--- config.mk ---
export PLATFORM = sky130hd
export DESIGN_NAME = if_fetch_unit
export DESIGN_NICKNAME = d
export VERILOG_FILES = /design/src/rtl/cpu_pkg.sv /design/src/rtl/pc_next_sel.sv /design/src/rtl/if_fetch_unit.sv
export SDC_FILE = /design/constraint.sdc
export NUM_CORES = 1
export LEC_CHECK = 0
export CORE_MARGIN = 1.5
export CORE_UTILIZATION = 39
export DETAILED_ROUTE_END_ITERATION = 8
export PLACE_DENSITY_LB_ADDON = 0.3
export SYNTH_ARGS = -nofsm -noshare
export SYNTH_HDL_FRONTEND = slang
export SYNTH_SLANG_ARGS = --single-unit
export TNS_END_PERCENT = 1
--- constraint.sdc ---
create_clock -name ACLK -period 2.3 [get_ports ACLK]
set_clock_uncertainty 0.1 [all_clocks]
set_input_delay 0.46 -clock ACLK [delete_from_list [all_inputs] [get_ports ACLK]]
set_output_delay 0.46 -clock ACLK [all_outputs]
set_load 0.1 [all_outputs]
--- src/rtl/cpu_pkg.sv ---
// Shared RV32 pipeline constants, AXI encodings and the fetch FSM state type.
package cpu_pkg;

   localparam int unsigned XLEN   = 32;
   localparam int unsigned ID_W   = 4;
   localparam int unsigned LEN_W  = 4;
   localparam int unsigned SIZE_W = 3;
   localparam int unsigned BR_W   = 2;

   // BranchCtrl encodings; 2'b11 is reserved and behaves like PC4
   localparam logic [BR_W-1:0] PC4    = 2'b00;
   localparam logic [BR_W-1:0] PCIMM  = 2'b01;
   localparam logic [BR_W-1:0] IMMRS1 = 2'b10;

   // addi x0, x0, 0
   localparam logic [XLEN-1:0] NOP_INSTR = 32'h0000_0013;

   localparam logic [1:0]        BURST_INCR = 2'b01;
   localparam logic [SIZE_W-1:0] SIZE_WORD  = 3'b010;
   localparam logic [1:0]        RESP_OKAY  = 2'b00;

   typedef enum logic [1:0] {
      S_IDLE = 2'd0,
      S_REQ  = 2'd1,
      S_DATA = 2'd2,
      S_HOLD = 2'd3
   } fetch_state_e;

   // Read-address channel payload
   typedef struct packed {
      logic [ID_W-1:0]   id;
      logic [XLEN-1:0]   addr;
      logic [LEN_W-1:0]  len;
      logic [SIZE_W-1:0] size;
      logic [1:0]        burst;
   } ar_req_t;

endpackage

--- src/rtl/pc_next_sel.sv ---
// Combinational next-PC selection: sequential, branch/JAL target or JALR target.
module pc_next_sel
   import cpu_pkg::*;
(
   input  logic [XLEN-1:0] pc_i,
   input  logic [BR_W-1:0] branch_ctrl_i,
   input  logic [XLEN-1:0] pc_imm_i,
   input  logic [XLEN-1:0] imm_rs1_i,
   output logic [XLEN-1:0] next_pc_c_o
);

   // Select the redirect target; the reserved encoding falls through to pc+4
   always_comb begin
      next_pc_c_o = pc_i + XLEN'(4);
      case (branch_ctrl_i)
         PCIMM:   next_pc_c_o = pc_imm_i;
         IMMRS1:  next_pc_c_o = imm_rs1_i & ~XLEN'(1);
         default: next_pc_c_o = pc_i + XLEN'(4);
      endcase
   end

endmodule

--- src/rtl/if_fetch_unit.sv ---
// Instruction-fetch stage: owns the PC, issues one single-beat AXI4 read per
// instruction and presents the fetched word to IF/ID with a stall flag.
module if_fetch_unit
   import cpu_pkg::*;
#(
   parameter logic [XLEN-1:0] RESET_PC  = 32'h0000_0000,
   parameter logic [ID_W-1:0] AXI_ID    = 4'h0,
   parameter logic [XLEN-1:0] NOP_INSTR = cpu_pkg::NOP_INSTR
) (
   input  logic              ACLK,
   input  logic              ARESETn,
   input  logic              pc_write,
   input  logic [BR_W-1:0]   branch_ctrl,
   input  logic [XLEN-1:0]   pc_imm,
   input  logic [XLEN-1:0]   imm_rs1,
   output logic [XLEN-1:0]   instr_out,
   output logic [XLEN-1:0]   pc_out,
   output logic              IM_stall,
   output logic [ID_W-1:0]   ARID,
   output logic [XLEN-1:0]   ARADDR,
   output logic [LEN_W-1:0]  ARLEN,
   output logic [SIZE_W-1:0] ARSIZE,
   output logic [1:0]        ARBURST,
   output logic              ARVALID,
   input  logic              ARREADY,
   input  logic [ID_W-1:0]   RID,
   input  logic [XLEN-1:0]   RDATA,
   input  logic [1:0]        RRESP,
   input  logic              RLAST,
   input  logic              RVALID,
   output logic              RREADY
);

   fetch_state_e    state_q, state_d;
   logic [XLEN-1:0] pc_q, pc_d;
   logic [XLEN-1:0] instr_buf_q, instr_buf_d;
   logic [XLEN-1:0] next_pc;
   logic            arvalid_q, arvalid_d;
   logic            rready_q, rready_d;
   logic            im_stall_q, im_stall_d;
   logic            r_hit;
   ar_req_t         ar_req;

   pc_next_sel u_pc_next_sel (
      .pc_i          (pc_q),
      .branch_ctrl_i (branch_ctrl),
      .pc_imm_i      (pc_imm),
      .imm_rs1_i     (imm_rs1),
      .next_pc_c_o   (next_pc)
   );

   // Final beat of our own transaction; foreign-ID beats are drained and dropped
   assign r_hit = RVALID && RLAST && (RID == AXI_ID);

   // FSM state register
   always_ff @(posedge ACLK) begin
      if (!ARESETn) begin
         state_q <= S_IDLE;
      end else begin
         state_q <= state_d;
      end
   end

   // Next-state and datapath update; redirect only accepted while holding a word
   always_comb begin
      state_d     = state_q;
      pc_d        = pc_q;
      instr_buf_d = instr_buf_q;
      case (state_q)
         S_IDLE: state_d = S_REQ;
         S_REQ: begin
            if (arvalid_q && ARREADY) state_d = S_DATA;
         end
         S_DATA: begin
            if (r_hit) begin
               state_d     = S_HOLD;
               instr_buf_d = (RRESP == RESP_OKAY) ? RDATA : NOP_INSTR;
            end
         end
         S_HOLD: begin
            if (pc_write) begin
               state_d = S_REQ;
               pc_d    = next_pc;
            end
         end
         default: state_d = S_IDLE;
      endcase
   end

   // Output decode from the upcoming state so the registered flags track the state
   always_comb begin
      arvalid_d  = 1'b0;
      rready_d   = 1'b0;
      im_stall_d = 1'b1;
      case (state_d)
         S_REQ:   arvalid_d  = 1'b1;
         S_DATA:  rready_d   = 1'b1;
         S_HOLD:  im_stall_d = 1'b0;
         default: im_stall_d = 1'b1;
      endcase
   end

   // Datapath and output registers
   always_ff @(posedge ACLK) begin
      if (!ARESETn) begin
         pc_q        <= RESET_PC;
         instr_buf_q <= NOP_INSTR;
         arvalid_q   <= 1'b0;
         rready_q    <= 1'b0;
         im_stall_q  <= 1'b1;
      end else begin
         pc_q        <= pc_d;
         instr_buf_q <= instr_buf_d;
         arvalid_q   <= arvalid_d;
         rready_q    <= rready_d;
         im_stall_q  <= im_stall_d;
      end
   end

   assign ar_req = '{id: AXI_ID, addr: pc_q, len: '0, size: SIZE_WORD, burst: BURST_INCR};

   assign ARID      = ar_req.id;
   assign ARADDR    = ar_req.addr;
   assign ARLEN     = ar_req.len;
   assign ARSIZE    = ar_req.size;
   assign ARBURST   = ar_req.burst;
   assign ARVALID   = arvalid_q;
   assign RREADY    = rready_q;
   assign IM_stall  = im_stall_q;
   assign instr_out = instr_buf_q;
   assign pc_out    = pc_q;

endmodule

==> summary.md <==
| Metric | Value |
|---|---|
| Setup TNS | `0 ps` |
| Post-Syn Area | `3870 sq um` |
| Final setup fails | `0` |
| Register bit total from synthesis | `between 60 and 70` |
| Async SR Flop Fraction | `0%` |
| H-tree lvl count | `3` |
| Fill cells | `881` |
| Post-CTS Setup Bufs | `0` |
| Placed Instances | `roughly 800` |
| Detail Route Antenna Nets | `0` |
| Antenna violations before repair | `0` |
| Worst setup path class | `primary input to register` |
| Final Max Slew Viols | `0` |
| Worst path arrival time | `roughly 2200 ps` |
| Area of the die | `10500 sq um` |
| Initial Util | `40.0%` |
| Library cells used by synthesis | `54` |
| GPL Wtd Cong | `approximately 0.86` |
| Final hold viol count | `0` |
| Nets@finish | `between 700 and 800` |
| Worst Setup Slack, final | `185 ps` |
| Root Driver | `clkbuf_8` |
| Area Overhead vs Synth | `55.6%` |
| Antenna diode count | `0` |
| Final worst-path cycle share | `92.0%` |
| Status | `finished, final reports clean` |
| Vias in the first global route | `4006` |
| RSZ-0062 raised after global routing | `false` |
| Largest net degree at the start of global routing | `33` |
| Routed vias/inst | `5.41` |
| # rows | `36` |
| Final HPWL DP | `9780 um` |
| Element type at the critical path end | `register` |
| Setup WS pre-CTS | `-156 ps` |
| Layout cells sized above 1 | `roughly 27%` |
| Cts bufs inserted | `9` |
| Post-synth EDFFs | `0` |
| Pre-antenna DRT Iters | `5` |
| Total Power | `2960 uW` |
| Maximum buffer depth of the clock tree | `2` |
| FMAX | `473 MHz` |
| Core Area | `between 9000 and 10000 sq um` |
| Post-Syn Instances | `about 490` |
| Die Width | `~100 um` |
| PostCTS Resize Cnt | `0` |
| Syn avg cell area | `~7.8 sq um` |
| Min-delay worst type | `register to register` |
| Post-cts hold buffer count | `0` |
| Wire length per cell | `16.1 um` |
| Minimum clock period | `2120 ps` |
| Max Fanout on Critical Path | `10` |
| Clock Pin Slew Worst Setup and Hold Paths | `80 ps` |
| Clock Latency Late Sink | `340 ps` |
| Cell Pwr Density | `490 nW/um^2` |
| Num ports | `222` |
| First-pass GRT wire length | `19700 um` |
| Worst hold slack | `353 ps` |
| Leakage Power | `0.00243 uW` |
| Port Buffers | `approximately 210` |
| Critical path required time | `between 2000 and 2500 ps` |
| YS warnings | `0` |
| Synth Flop Type | `dfxtp_1` |
| Post-Route WL | `13200 um` |
| Iter 0 DRT Violations | `between 200 and 250` |
| DRC | `0` |
| Final Non-Filler Cells | `818` |
| Most common cell after layout, fill and taps aside | `buf_4` |
| Maxcap violations | `0` |
| Register area share after synthesis | `35.7%` |
| TritonCTS clock tree | `done` |
| Overall via count from detail_route | `approximately 4400` |
| Critical path launch point type | `primary input` |
| Gr usage total | `23.8%` |
| Sink Count | `a little under 70` |
| Commonest cells after routing, fill and taps aside | `buf_4 (138), clkdlybuf4s50_1 (108), nand2_1 (53), dfxtp_1 (52), nand3_1 (49)` |
| GRT Residual Overflow | `0` |
| Die height | `103 um` |
| Peak VDD IR | `about 0.29 mV` |
[report_power, final]
group          internal, uW  switching, uW
Combinational           280            366
Sequential             1200           13.2
Clock                   605            486
Total                  2090            866
[logic make-up (layout without fill, tap and decap cells)]
kind of cell / after synthesis / in the layout / synth area share [%]
AOI/OAI and AO/OA: 140 / 140 / 24.7
adders and majority gates: 3 / 3 / 0.969
buffers and inverters: 91 / 271 / 13.5
DFF: 69 / 69 / 35.7
muxes: 1 / 1 / 0.258
other: 2 / 13 / 0.194
and+or+nand+nor: 188 / 188 / 24.7
[critical path: stages]
cell and delay, ps:
clkdlybuf4s50_1 470, inv_1 50, ha_1 350, buf_4 200
a221o_1 340, a31oi_1 190, o21a_1 140, nor2_1 40
[through the flow]
stage | area, sq um | util (%)
after floorplan | 3940 | -
final | 6030 | 62.2
after global routing | 6030 | 62.2
after detailed placement | 5810 | 60.0
after global placement | 5810 | 60.0
after CTS | 6030 | 62.2
[registers in the layout (all words and copies together), names as in the netlist]
name,cells
RREADY,1
ARADDR,32
instr_out,32
IM_stall,1
state_q,2
ARVALID,1
[synth_stat cells, drive strengths merged, types with 6 or more instances]
| library cell | n | area (sq um) |
|---|---|---|
| a21oi | 47 | 235 |
| a221oi | 15 | 131 |
| a22oi | 14 | 105 |
| a31oi | 7 | 43.8 |
| and3 | 7 | 43.8 |
| and4 | 7 | 61.3 |
| buf | 54 | 383 |
| clkbuf | 32 | 121 |
| dfxtp | 69 | 1380 |
| nand2 | 53 | 199 |
| nand3 | 49 | 245 |
| nand4 | 10 | 83.8 |
| nor2 | 36 | 135 |
| nor3 | 7 | 35.0 |
| nor4 | 6 | 58.8 |
| o21ai | 16 | 80.1 |
| o221a | 6 | 67.6 |
| o22ai | 6 | 37.5 |
[final timing paths]
check            startpoint  cells after the start       endpoint  slack (ps)
max reg2reg       ARADDR[2]                      7     ARADDR[30]         200
min reg2reg   instr_out[19]                      2  instr_out[19]         350
max          branch_ctrl[0]                      8     ARADDR[29]         180
min           instr_out[19]                      2  instr_out[19]         350
[per-layer routing]
metal | wire length [um] | vias up | GRT usage [%]
met2 | 6600 | 190 | 41.7
li1 | - | 2138 | -
met3 | 850 | 19 | 3.59
met4 | 238 | 0 | 8.64
met1 | 5480 | 2082 | 29.5
met5 | 0 | - | 0
[area by class of cell]
| class | count | area [sq um] | share of cell area, % |
|---|---|---|---|
| sequential | 69 | 1400 | 23.3 |
| timing repair buffer | 251 | 2220 | 36.8 |
| clock inverter | 6 | 88.8 | 1.47 |
| multi-input combinational | 345 | 2010 | 33.3 |
| clock buffer | 9 | 124 | 2.06 |
| tap | 133 | 166 | 2.76 |
| inverter | 5 | 18.8 | 0.311 |
Power figures use the tool's default switching activity.
